==> src/rtl/ascii_display_scanner.sv <==
// ASCII message buffer driving a multiplexed digit scan, with optional marquee scrolling.
// Writes append at msg_len; char_out, an and digit_idx are decoded from registered state only.
module ascii_display_scanner #(
  parameter int N_DIGITS    = 8,
  parameter int BUF_DEPTH   = 16,
  parameter int REFRESH_DIV = 100000,
  parameter int SCROLL_DIV  = 50000000
) (
  input  logic                        clk,
  input  logic                        reset,
  input  logic                        wr_valid,
  input  logic [7:0]                  wr_char,
  output logic                        wr_ready,
  input  logic                        clear,
  input  logic                        scroll_en,
  output logic [7:0]                  char_out,
  output logic [N_DIGITS-1:0]         an,
  output logic [$clog2(N_DIGITS)-1:0] digit_idx
);

  localparam int IDX_W = $clog2(N_DIGITS);
  localparam int PTR_W = $clog2(BUF_DEPTH);
  localparam int LEN_W = $clog2(BUF_DEPTH + 1);
  localparam int SUM_W = LEN_W + 1;
  localparam int REF_W = $clog2(REFRESH_DIV);
  localparam int SCR_W = $clog2(SCROLL_DIV);

  localparam logic [LEN_W-1:0] DEPTH_L  = LEN_W'(BUF_DEPTH);
  localparam logic [LEN_W-1:0] NDIG_L   = LEN_W'(N_DIGITS);
  localparam logic [IDX_W-1:0] IDX_LAST = IDX_W'(N_DIGITS - 1);
  localparam logic [REF_W-1:0] REF_LAST = REF_W'(REFRESH_DIV - 1);
  localparam logic [SCR_W-1:0] SCR_LAST = SCR_W'(SCROLL_DIV - 1);
  localparam logic [7:0]       SPACE    = 8'h20;

  logic [7:0]       buf_q [BUF_DEPTH];
  logic [LEN_W-1:0] msg_len_q, msg_len_d;
  logic [LEN_W-1:0] offset_q, offset_d;
  logic [REF_W-1:0] ref_cnt_q, ref_cnt_d;
  logic [SCR_W-1:0] scr_cnt_q, scr_cnt_d;
  logic [IDX_W-1:0] digit_idx_q, digit_idx_d;

  logic             wr_fire;
  logic             long_msg;
  logic             scroll_run;
  logic [IDX_W-1:0] pos;
  logic [SUM_W-1:0] rd_sum;
  logic [PTR_W-1:0] rd_ptr;

  assign wr_ready   = (msg_len_q < DEPTH_L);
  assign wr_fire    = wr_valid && wr_ready && !clear;
  assign long_msg   = (msg_len_q > NDIG_L);
  assign scroll_run = scroll_en && long_msg;
  assign digit_idx  = digit_idx_q;

  // Next-state for the refresh scan, message length and scroll position.
  always_comb begin
    ref_cnt_d   = ref_cnt_q;
    digit_idx_d = digit_idx_q;
    msg_len_d   = msg_len_q;
    offset_d    = offset_q;
    scr_cnt_d   = scr_cnt_q;

    if (ref_cnt_q == REF_LAST) begin
      ref_cnt_d = '0;
      if (digit_idx_q == IDX_LAST) begin
        digit_idx_d = '0;
      end else begin
        digit_idx_d = digit_idx_q + 1'b1;
      end
    end else begin
      ref_cnt_d = ref_cnt_q + 1'b1;
    end

    if (clear) begin
      msg_len_d = '0;
    end else if (wr_fire) begin
      msg_len_d = msg_len_q + 1'b1;
    end else begin
      msg_len_d = msg_len_q;
    end

    // A write only grows msg_len, so an in-flight offset stays below the length.
    if (clear || !scroll_run) begin
      offset_d  = '0;
      scr_cnt_d = '0;
    end else if (scr_cnt_q == SCR_LAST) begin
      scr_cnt_d = '0;
      if (offset_q == msg_len_q - 1'b1) begin
        offset_d = '0;
      end else begin
        offset_d = offset_q + 1'b1;
      end
    end else begin
      scr_cnt_d = scr_cnt_q + 1'b1;
      offset_d  = offset_q;
    end
  end

  // State registers; reset takes precedence over clear, writes and both counters.
  always_ff @(posedge clk) begin
    if (reset) begin
      msg_len_q   <= '0;
      offset_q    <= '0;
      ref_cnt_q   <= '0;
      scr_cnt_q   <= '0;
      digit_idx_q <= '0;
    end else begin
      msg_len_q   <= msg_len_d;
      offset_q    <= offset_d;
      ref_cnt_q   <= ref_cnt_d;
      scr_cnt_q   <= scr_cnt_d;
      digit_idx_q <= digit_idx_d;
    end
  end

  // Character storage is left unreset; entries at or beyond msg_len are never shown.
  always_ff @(posedge clk) begin
    if (!reset && wr_fire) begin
      buf_q[PTR_W'(msg_len_q)] <= wr_char;
    end
  end

  // Character select. offset is held at 0 outside scrolling, so a long message in static
  // mode takes the same path; offset < len and pos < len make one subtraction a full modulo.
  always_comb begin
    pos    = IDX_LAST - digit_idx_q;
    rd_sum = SUM_W'(offset_q) + SUM_W'(pos);
    if (rd_sum >= SUM_W'(msg_len_q)) begin
      rd_ptr = PTR_W'(rd_sum - SUM_W'(msg_len_q));
    end else begin
      rd_ptr = PTR_W'(rd_sum);
    end

    char_out = SPACE;
    if (msg_len_q == '0) begin
      char_out = SPACE;
    end else if (long_msg) begin
      char_out = buf_q[rd_ptr];
    end else if (LEN_W'(pos) < msg_len_q) begin
      char_out = buf_q[PTR_W'(pos)];
    end else begin
      char_out = SPACE;
    end
  end

  // Active-low one-hot enable for the scanned digit.
  always_comb begin
    an              = '1;
    an[digit_idx_q] = 1'b0;
  end

endmodule

==> config.mk <==
export PLATFORM = sky130hd
export DESIGN_NAME = ascii_display_scanner
export DESIGN_NICKNAME = d
export VERILOG_FILES = /design/src/rtl/ascii_display_scanner.sv
export SDC_FILE = /design/constraint.sdc
export NUM_CORES = 1
export LEC_CHECK = 0
export CORE_MARGIN = 5
export CORE_UTILIZATION = 40
export DETAILED_ROUTE_END_ITERATION = 8
export PLACE_DENSITY_LB_ADDON = 0.1
export SLEW_MARGIN = 20
export SYNTH_ARGS = -nofsm -noshare
export SYNTH_HDL_FRONTEND = slang
export SYNTH_SLANG_ARGS = --single-unit
export TNS_END_PERCENT = 30
==> constraint.sdc <==
create_clock -name clk -period 5.7 [get_ports clk]
set_input_delay 0.855 -clock clk [delete_from_list [all_inputs] [get_ports clk]]
set_output_delay 0.855 -clock clk [all_outputs]
set_load 0.01 [all_outputs]
==> results.py, run 1 <==
metrics = {
    "routing": {
        "wl_met1_mm": 9.59,
        "via_per_inst": 5.59,
        "num_vias": 6147,
        "avgRoutedWirePerCell_um": 20.1,
        "first_iter_violations": 432,
        "firstDrtPassIters": 5,
        "detail-route-antenna-nets": 0,
        "drc": 0,
        "top_layer": "met4",
        "routed_wl_mm": 22.1,
        "met2_length_mm": 10.8,
        "wl_met3_mm": 1.40,
    },
    "yosys": {
        "ys_warn_count": 0,
        "synth_edf_count": 128,
        "async_flop_share": 0,
        "synthFlopType": "edfxtp_1",
        "syn_area_um2": 8610,
        "syn_area_per_cell_um2": 11.1,
        "ys_types": 52,
        "synthesis.nets": 811,
        "ys_seq_area_frac": 0.577,
        "synth_seq_cells": 184,
        "syn_inst": 775,
    },
    "timing": {
        "setup_violations": 0,
        "setup_ws_ns": 0.250,
        "rsz0062_at_grt": "true",
        "drv_slew": 0,
        "fin_setup_tns_ns": 0,
        "max_freq_mhz": 183,
        "fin_crit_sh": 0.956,
        "tightest_slew_ns": 1.18,
        "maxSlewHeadroom": 0.214,
        "layout_min_cycle_time_ns": 5.45,
        "clock_skew_ns": 0.0108,
        "finalHoldViolations": 0,
        "hold_ws_ns": 0.464,
    },
    "critical_path": {
        "cp.arrival_ns": 4.60,
        "cp_max_fo": 15,
        "end_kind": "output pin",
        "path_cells": "inv_1 > ha_1 > inv_1 > fa_1 > nor2b_1 > o21ai_0 > xnor2_1 > ha_1 > a21oi_1 > nand3_1 > nor3_4 > buf_6 > mux2i_4 > buf_12 > mux2i_1 > mux2i_1 > a32oi_2 > nand4_1 > clkdlybuf4s50_1",
        "critPathTopFamily": "buffers and inverters",
        "path_class": "reg2out",
        "r2r-start": "msg_len_q[4]$_SDFFE_PP0P_",
        "startpoint_type": "register",
        "cp_data_required_time_ns": 4.85,
        "critPathBufInv": 5,
        "startpoint": "digit_idx[0]$_SDFFE_PP0P_",
        "cpPeakStageDelay_ns": 0.51,
        "cpMaxStageDelayCell": "clkdlybuf4s50_1",
    },
    "cells_and_area": {
        "syn_to_final_growth_pct": 15.6,
        "nets": 848,
        "final_area_um2": 9950,
        "layout_common_cells": "edfxtp_1, nand2_1, nor2_1",
        "fin_cells": 1100,
        "antenna_cells": 0,
        "mostFrequentLayoutCell": "edfxtp_1",
        "post_route_cells_drive_above_1_share": 0.0921,
        "fin_util": 0.472,
    },
    "grt": {
        "grt_pass1_wl_mm": 34.7,
        "grt.total_usage": 0.184,
        "grt-ovfl-total": 0,
        "grt_pass1_vias": 6237,
        "grt_max_degree": 28,
        "antenna_found_initial": 0,
    },
    "die": {
        "ioPinCount": 33,
        "core_um2": 21100,
        "initial_core_util": 0.408,
        "rows": 53,
        "die_width_um": 157,
        "die_h_um": 157,
        "die-area_um2": 24600,
    },
    "run": {
        "max_cap_viol_count": 0,
    },
    "power_and_ir_drop": {
        "vdd_drop_max_uv": 160,
        "power.density_nw_per_um2": 264,
        "p_leak_nw": 3.55,
        "total_power_mw": 2.63,
    },
    "status": {
        "status": "completed",
    },
    "cts": {
        "clkTransAtPathRegs_ns": 0.06,
        "clock_path_buffers": 2,
        "cts_buffers": 17,
        "root_buffer": "clkbuf_16",
        "h-tree-depth": 4,
        "cts_sinks": 184,
        "postCtsHoldBufs": 0,
        "cts_tree": "done",
        "insertion_delay_ns": 0.42,
    },
    "min_path": {
        "hp-start": "scr_cnt_q[0]$_SDFF_PP0_",
        "min_path_type": "reg2reg",
    },
    "placement": {
        "dpl.hpwl_mm": 15.0,
        "place_congestion": 0.955,
        "placedCellCount": 1067,
        "numPortBuffers": 32,
        "pre_cts_ws_ns": 0.281,
        "placed_area_um2": 9280,
    },
}
-- logic make-up (layout without fill, tap and decap cells) --
family | count (synthesis) | in the layout | share of synthesized area
AO/OA/AOI/OAI | 77 | 77 | 0.0594
AND/OR/NAND/NOR | 337 | 337 | 0.177
XOR/XNOR | 55 | 55 | 0.0560
flip-flops | 184 | 184 | 0.577
multiplexers | 55 | 55 | 0.0719
buffers and inverters | 44 | 94 | 0.0235
adder cells (fa/ha/maj) | 23 | 23 | 0.0352
-- power breakdown --
part           switching [mW]  internal (mW)  leakage (nW)
sequential            0.00416           1.43          1.60
combinational          0.0364         0.0214          1.68
clock                   0.495          0.640         0.266
total                   0.535           2.09          3.55
-- metal layers --
metal	up-vias	global-route usage
met4	0	0.0545
met2	208	0.305
met3	33	0.0489
li1	2896	-
met1	3010	0.239
met5	-	0
-- cell usage after synthesis, drive strengths merged, types with 16 or more instances --
| master | count | area, um^2 |
|---|---|---|
| o22ai | 23 | 144 |
| buf | 17 | 101 |
| xnor2 | 21 | 184 |
| xor2 | 34 | 298 |
| ha | 21 | 263 |
| nor2 | 98 | 368 |
| nand2 | 110 | 413 |
| dfxtp | 56 | 1120 |
| mux2i | 39 | 390 |
| edfxtp | 128 | 3840 |
| nand4 | 17 | 106 |
| nand3 | 65 | 325 |
| a21oi | 16 | 80.1 |
-- final timing paths --
kind	to	slack, ns	depth (start not counted)
setup / recovery	char_out[3]	0.25	19
hold / removal	scr_cnt_q[0]$_SDFF_PP0_	0.46	1
setup reg to reg	buf_q[7][0]$_DFFE_PP_	2.81	4
hold reg to reg	scr_cnt_q[0]$_SDFF_PP0_	0.46	1
-- state kept, by name, summed over array words and instances, names as in the netlist --
name / cells
offset_q: 5
scr_cnt_q: 26
ref_cnt_q: 17
msg_len_q: 5
buf_q: 128
digit_idx: 3
-- layout make-up --
type                    instances  area [um^2]
inverters                      15         56.3
clock inverters                14          133
multi-input cells             547         3540
clock buffers                  18          429
repair buffers                 47          488
fillers                      1965        11100
flip-flops and latches        184         4970
well taps                     275          344
-- repair_timing --
item,CTS,global route
gates cloned,0,0
setup endpoints to repair,8,8
buffers inserted,0,1
gates resized for setup,5,20
(Power assumes the default switching activity.)
==> inputs of run 2 (changes only) <==
--- a/config.mk
+++ b/config.mk
@@ -7,6 +7,7 @@
 export LEC_CHECK = 0
 export CORE_MARGIN = 5
 export CORE_UTILIZATION = 40
+export CTS_BUF_LIST = sky130_fd_sc_hd__clkbuf_4 sky130_fd_sc_hd__clkbuf_8
 export DETAILED_ROUTE_END_ITERATION = 8
 export PLACE_DENSITY_LB_ADDON = 0.1
 export SLEW_MARGIN = 20
==> results.py, run 2 (synthesis gave the netlist of run 1 again) <==
metrics = {
    "routing": {
        "wl_met3_mm": 1.41,
        "via_per_inst": 5.60,
        "avgRoutedWirePerCell_um": 20.1,
        "firstDrtPassIters": 5,
        "met2_length_mm": 10.7,
        "top_layer": "met4",
        "drc": 0,
        "first_iter_violations": 425,
        "num_vias": 6160,
        "wl_met1_mm": 9.61,
        "routed_wl_mm": 22.1,
        "detail-route-antenna-nets": 0,
    },
    "critical_path": {
        "critPathTopFamily": "buffers and inverters",
        "path_class": "reg2out",
        "path_cells": "inv_1 > fa_1 > nor2b_1 > o21ai_0 > xnor2_1 > ha_1 > a21oi_1 > nand3_1 > nor3_4 > buf_6 > mux2i_4 > buf_4 > mux2i_2 > a22oi_1 > nand4b_1 > o211ai_1 > clkdlybuf4s50_1",
        "critPathBufInv": 4,
        "startpoint_type": "register",
        "cp_data_required_time_ns": 4.85,
        "cpPeakStageDelay_ns": 0.52,
        "cpMaxStageDelayCell": "clkdlybuf4s50_1",
        "cp_max_fo": 12,
        "cp.arrival_ns": 4.65,
        "end_kind": "output pin",
    },
    "cells_and_area": {
        "mostFrequentLayoutCell": "edfxtp_1",
        "largest-register": "buf_q",
        "fillCellCount": 1987,
        "layout_common_cells": "edfxtp_1, nand2_1, nor2_1",
        "antenna_cells": 0,
        "reg.largest.list": "buf_q x128, scr_cnt_q x26, ref_cnt_q x17",
        "post_route_cells_drive_above_1_share": 0.0933,
        "nets": 848,
        "regArea_um2": 4970,
        "syn_to_final_growth_pct": 13.5,
        "multiInputGateArea_um2": 3540,
        "largest_register_ffs": 128,
    },
    "timing": {
        "setup_ws_ns": 0.195,
        "fin_crit_sh": 0.966,
        "finalHoldViolations": 0,
        "maxSlewHeadroom": 0.218,
        "max_freq_mhz": 182,
        "tightest_slew_ns": 1.17,
        "clock_skew_ns": 0.00953,
        "drv_slew": 0,
        "setup_violations": 0,
        "layout_min_cycle_time_ns": 5.51,
        "hold_ws_ns": 0.470,
        "rsz0062_at_grt": "true",
    },
    "min_path": {
        "min_path_type": "reg2reg",
    },
    "grt": {
        "grt_pass1_wl_mm": 34.4,
        "grt_max_degree": 28,
        "grt.total_usage": 0.183,
        "grt_pass1_vias": 6190,
        "antenna_found_initial": 0,
        "grt-ovfl-total": 0,
    },
    "cts": {
        "cts_tree": "done",
        "h-tree-depth": 4,
        "insertion_delay_ns": 0.46,
        "root_buffer": "clkbuf_8",
        "cts_sinks": 184,
        "cts_buffers": 17,
        "clkTransAtPathRegs_ns": 0.09,
        "clock_path_buffers": 2,
        "postCtsHoldBufs": 0,
    },
    "power_and_ir_drop": {
        "intPower_mw": 1.84,
        "switching_power_mw": 0.498,
        "vdd_drop_max_uv": 142,
        "combPwrFrac": 0.025,
        "switching_share": 0.213,
        "power.density_nw_per_um2": 239,
        "p_seq_frac": 0.613,
        "p_leak_nw": 3.52,
        "pwr-share-clk": 0.362,
    },
    "placement": {
        "pre_cts_ws_ns": 0.281,
        "dpl.hpwl_mm": 15.0,
        "place_congestion": 0.955,
        "numPortBuffers": 32,
    },
    "die": {
        "die_h_um": 157,
        "rows": 53,
        "die-area_um2": 24600,
        "die_width_um": 157,
        "initial_core_util": 0.408,
        "ioPinCount": 33,
        "core_um2": 21100,
    },
    "status": {
        "status": "completed",
    },
    "run": {
        "max_cap_viol_count": 0,
    },
}
==> run 2: cell count changes in the layout (fill, tap and decap cells not counted) <==
cell / before / now
buf_12: 2 / 1
buf_8: 2 / 3
clkbuf_1: 1 / 0
clkbuf_16: 17 / 0
clkbuf_4: 0 / 1
clkbuf_8: 0 / 17
clkdlybuf4s50_1: 29 / 26
dlymetal6s2s_1: 3 / 6
==> run 2: power groups by stage <==
stage,clock network [mW],registers [mW],logic [mW]
3_5_place_dp,0,1.46,0.0556
3_3_place_gp,0,1.46,0.0537
4_1_cts,0.872,1.43,0.0567
6_report,0.846,1.43,0.0575
2_1_floorplan,0,1.46,0.0259
5_1_grt,0.936,1.43,0.0623
==> run 2: worst paths after layout <==
path                                   from                      end  slack (ns)  cells after the start
setup / recovery   offset_q[1]$_SDFFE_PP0P_              char_out[6]        0.19                     17
hold reg to reg     scr_cnt_q[0]$_SDFF_PP0_  scr_cnt_q[0]$_SDFF_PP0_        0.47                      1
hold / removal      scr_cnt_q[0]$_SDFF_PP0_  scr_cnt_q[0]$_SDFF_PP0_        0.47                      1
setup reg to reg  msg_len_q[4]$_SDFFE_PP0P_    buf_q[7][0]$_DFFE_PP_        2.79                      4
==> run 2: layout make-up <==
cell class                 instances  area share
sequential                       184       0.509
multi-input combinational        547       0.362
timing repair buffer              47      0.0502
tap                              275      0.0352
clock buffer                      18      0.0247
clock inverter                    14      0.0136
inverter                          15     0.00576
==> run 2: routing by layer <==
layer | up-vias | GRT usage
li1 | 2891 | -
met1 | 3011 | 0.236
met2 | 213 | 0.303
met3 | 45 | 0.0476
met4 | 0 | 0.0599
met5 | - | 0
==> run 2: what timing repair did <==
| item | in CTS | in global routing |
|---|---|---|
| gates resized for setup | 8 | 19 |
| setup endpoints to repair | 8 | 8 |
| buffers inserted | 0 | 1 |
==> run 2: metrics by stage <==
step	util	total power, mW	std cells	TNS, ns	cell area [um^2]
floorplan	-	1.49	775	0	8610
global placement	0.440	1.52	1067	0	9280
detailed placement	0.440	1.52	1067	0	9280
CTS	0.459	2.36	1099	0	9680
global route	0.463	2.43	1100	-0.112	9770
finish	0.463	2.34	1100	0	9770
==> inputs of run 3 (changes only) <==
--- a/config.mk
+++ b/config.mk
@@ -10,6 +10,7 @@
 export CTS_BUF_LIST = sky130_fd_sc_hd__clkbuf_4 sky130_fd_sc_hd__clkbuf_8
 export DETAILED_ROUTE_END_ITERATION = 8
 export PLACE_DENSITY_LB_ADDON = 0.1
+export SKIP_LAST_GASP = 1
 export SLEW_MARGIN = 20
 export SYNTH_ARGS = -nofsm -noshare
 export SYNTH_HDL_FRONTEND = slang
==> constraint.sdc (replaced) <==
create_clock -name clk -period 5.7 [get_ports clk]
set_input_delay 1.14 -clock clk [delete_from_list [all_inputs] [get_ports clk]]
set_output_delay 1.14 -clock clk [all_outputs]
set_load 0.01 [all_outputs]
==> results.py, run 3 (synthesis gave the netlist of run 1 again) <==
metrics = {
    "cells_and_area": {
        "fin_cells": 1109,
        "layout_common_cells": "edfxtp_1, nand2_1, nor2_1",
        "mostFrequentLayoutCell": "edfxtp_1",
        "post_route_cells_drive_above_1_share": 0.112,
        "syn_to_final_growth_pct": 14.2,
        "nets": 856,
        "reg.largest.list": "buf_q x128, scr_cnt_q x26, ref_cnt_q x17",
        "regArea_um2": 4970,
        "largest-register": "buf_q",
        "largest_register_ffs": 128,
        "multiInputGateArea_um2": 3550,
        "fillCellCount": 1942,
    },
    "cts": {
        "cts_buffers": 17,
        "root_buffer": "clkbuf_8",
        "insertion_delay_ns": 0.46,
        "clkTransAtPathRegs_ns": 0.09,
        "clock_path_buffers": 2,
        "cts_sinks": 184,
        "h-tree-depth": 4,
        "cts_tree": "done",
    },
    "critical_path": {
        "cpMaxStageDelayCell": "clkdlybuf4s50_1",
        "cp.arrival_ns": 4.61,
        "path_common_cell": "nand3_1",
        "path_cells": "inv_1 > ha_1 > a21o_1 > a21oi_1 > xnor2_1 > ha_1 > nand3_1 > nand3_1 > nor3_4 > buf_12 > mux2_4 > buf_4 > and3_1 > a32oi_1 > nand3_1 > clkdlybuf4s50_1",
        "startpoint_type": "register",
        "cpPeakStageDelay_ns": 0.50,
        "critPathBufInv": 4,
        "end_kind": "output pin",
        "path_class": "reg2out",
        "cp_data_required_time_ns": 4.56,
        "critPathTopFamily": "buffers and inverters",
        "cp_max_fo": 17,
    },
    "timing": {
        "clock_skew_ns": 0.0100,
        "finalHoldViolations": 0,
        "hold_ws_ns": 0.470,
        "rsz0062_at_grt": "true",
        "maxSlewHeadroom": 0.207,
        "max_freq_mhz": 174,
        "setup_violations": 2,
        "layout_min_cycle_time_ns": 5.75,
        "tightest_slew_ns": 1.19,
        "setup_ws_ns": -0.0470,
        "fin_crit_sh": 1.01,
        "drv_slew": 0,
    },
    "routing": {
        "detail-route-antenna-nets": 0,
        "routed_wl_mm": 21.9,
        "num_vias": 6102,
        "via_per_inst": 5.50,
        "first_iter_violations": 341,
        "firstDrtPassIters": 5,
        "avgRoutedWirePerCell_um": 19.7,
        "drc": 0,
    },
    "die": {
        "ioPinCount": 33,
        "rows": 53,
        "die_h_um": 157,
        "die_width_um": 157,
        "core_um2": 21100,
        "die-area_um2": 24600,
        "initial_core_util": 0.408,
    },
    "grt": {
        "grt-ovfl-total": 0,
        "grt_max_degree": 28,
        "grt.total_usage": 0.183,
        "grt_pass1_wl_mm": 34.4,
        "antenna_found_initial": 0,
        "grt_pass1_vias": 6227,
    },
    "placement": {
        "dpl.hpwl_mm": 15.1,
        "pre_cts_ws_ns": 0.108,
        "numPortBuffers": 32,
        "placedCellCount": 1072,
        "place_congestion": 0.966,
    },
    "power_and_ir_drop": {
        "intPower_mw": 1.82,
        "pwr-share-clk": 0.361,
        "p_leak_nw": 3.53,
        "switching_power_mw": 0.516,
        "p_seq_frac": 0.614,
        "vdd_drop_max_uv": 133,
        "switching_share": 0.221,
        "power.density_nw_per_um2": 237,
        "combPwrFrac": 0.025,
    },
    "min_path": {
        "min_path_type": "reg2reg",
    },
    "status": {
        "violations": "setup timing",
        "status": "complete, but fails checks",
    },
    "run": {
        "max_cap_viol_count": 0,
    },
}
## run 3: what timing repair did
item	in CTS	in global routing
pin swaps	1	0
hold buffers	0	0
endpoints found under the setup margin	8	8
gates resized for setup	7	15
buffers inserted	1	3
## run 3: area by class of cell
class / instances / area share
diodes: 1 / 0.000254
clock buffers: 19 / 0.0260
clock inverters: 13 / 0.0118
inverters: 15 / 0.00572
multi-input cells: 547 / 0.361
flip-flops and latches: 184 / 0.505
well taps: 275 / 0.0350
repair buffers: 55 / 0.0556
## run 3: metal layers
layer,share of wire,global-route usage
met1,0.43,0.237
met2,0.49,0.305
met4,0.017,0.0562
met3,0.057,0.0429
met5,0,0
## run 3: worst paths after layout
check	start	to	slack [ns]	cells past startpoint
hold reg to reg	scr_cnt_q[0]$_SDFF_PP0_	scr_cnt_q[0]$_SDFF_PP0_	0.47	1
setup reg to reg	msg_len_q[4]$_SDFFE_PP0P_	buf_q[6][3]$_DFFE_PP_	2.77	4
setup / recovery	digit_idx[1]$_SDFFE_PP0P_	char_out[1]	-0.05	16
hold / removal	scr_cnt_q[0]$_SDFF_PP0_	scr_cnt_q[0]$_SDFF_PP0_	0.47	1
## run 3: per-stage QoR
step / power [mW] / cell area (um^2) / util / setup TNS [ns]
2_1_floorplan: 1.49 / 8610 / - / 0
3_3_place_gp: 1.52 / 9330 / 0.442 / 0
3_5_place_dp: 1.52 / 9330 / 0.442 / 0
4_1_cts: 2.36 / 9740 / 0.462 / -0.905
5_1_grt: 2.42 / 9830 / 0.466 / -1.45
6_report: 2.33 / 9840 / 0.466 / -0.0784
## run 3: power groups by stage
| stage | sequential, mW | combinational (mW) | clock, mW |
|---|---|---|---|
| 2_1_floorplan | 1.46 | 0.0259 | 0 |
| 3_3_place_gp | 1.46 | 0.0553 | 0 |
| 3_5_place_dp | 1.46 | 0.0577 | 0 |
| 4_1_cts | 1.43 | 0.0578 | 0.865 |
| 5_1_grt | 1.43 | 0.0639 | 0.926 |
| 6_report | 1.43 | 0.0585 | 0.841 |
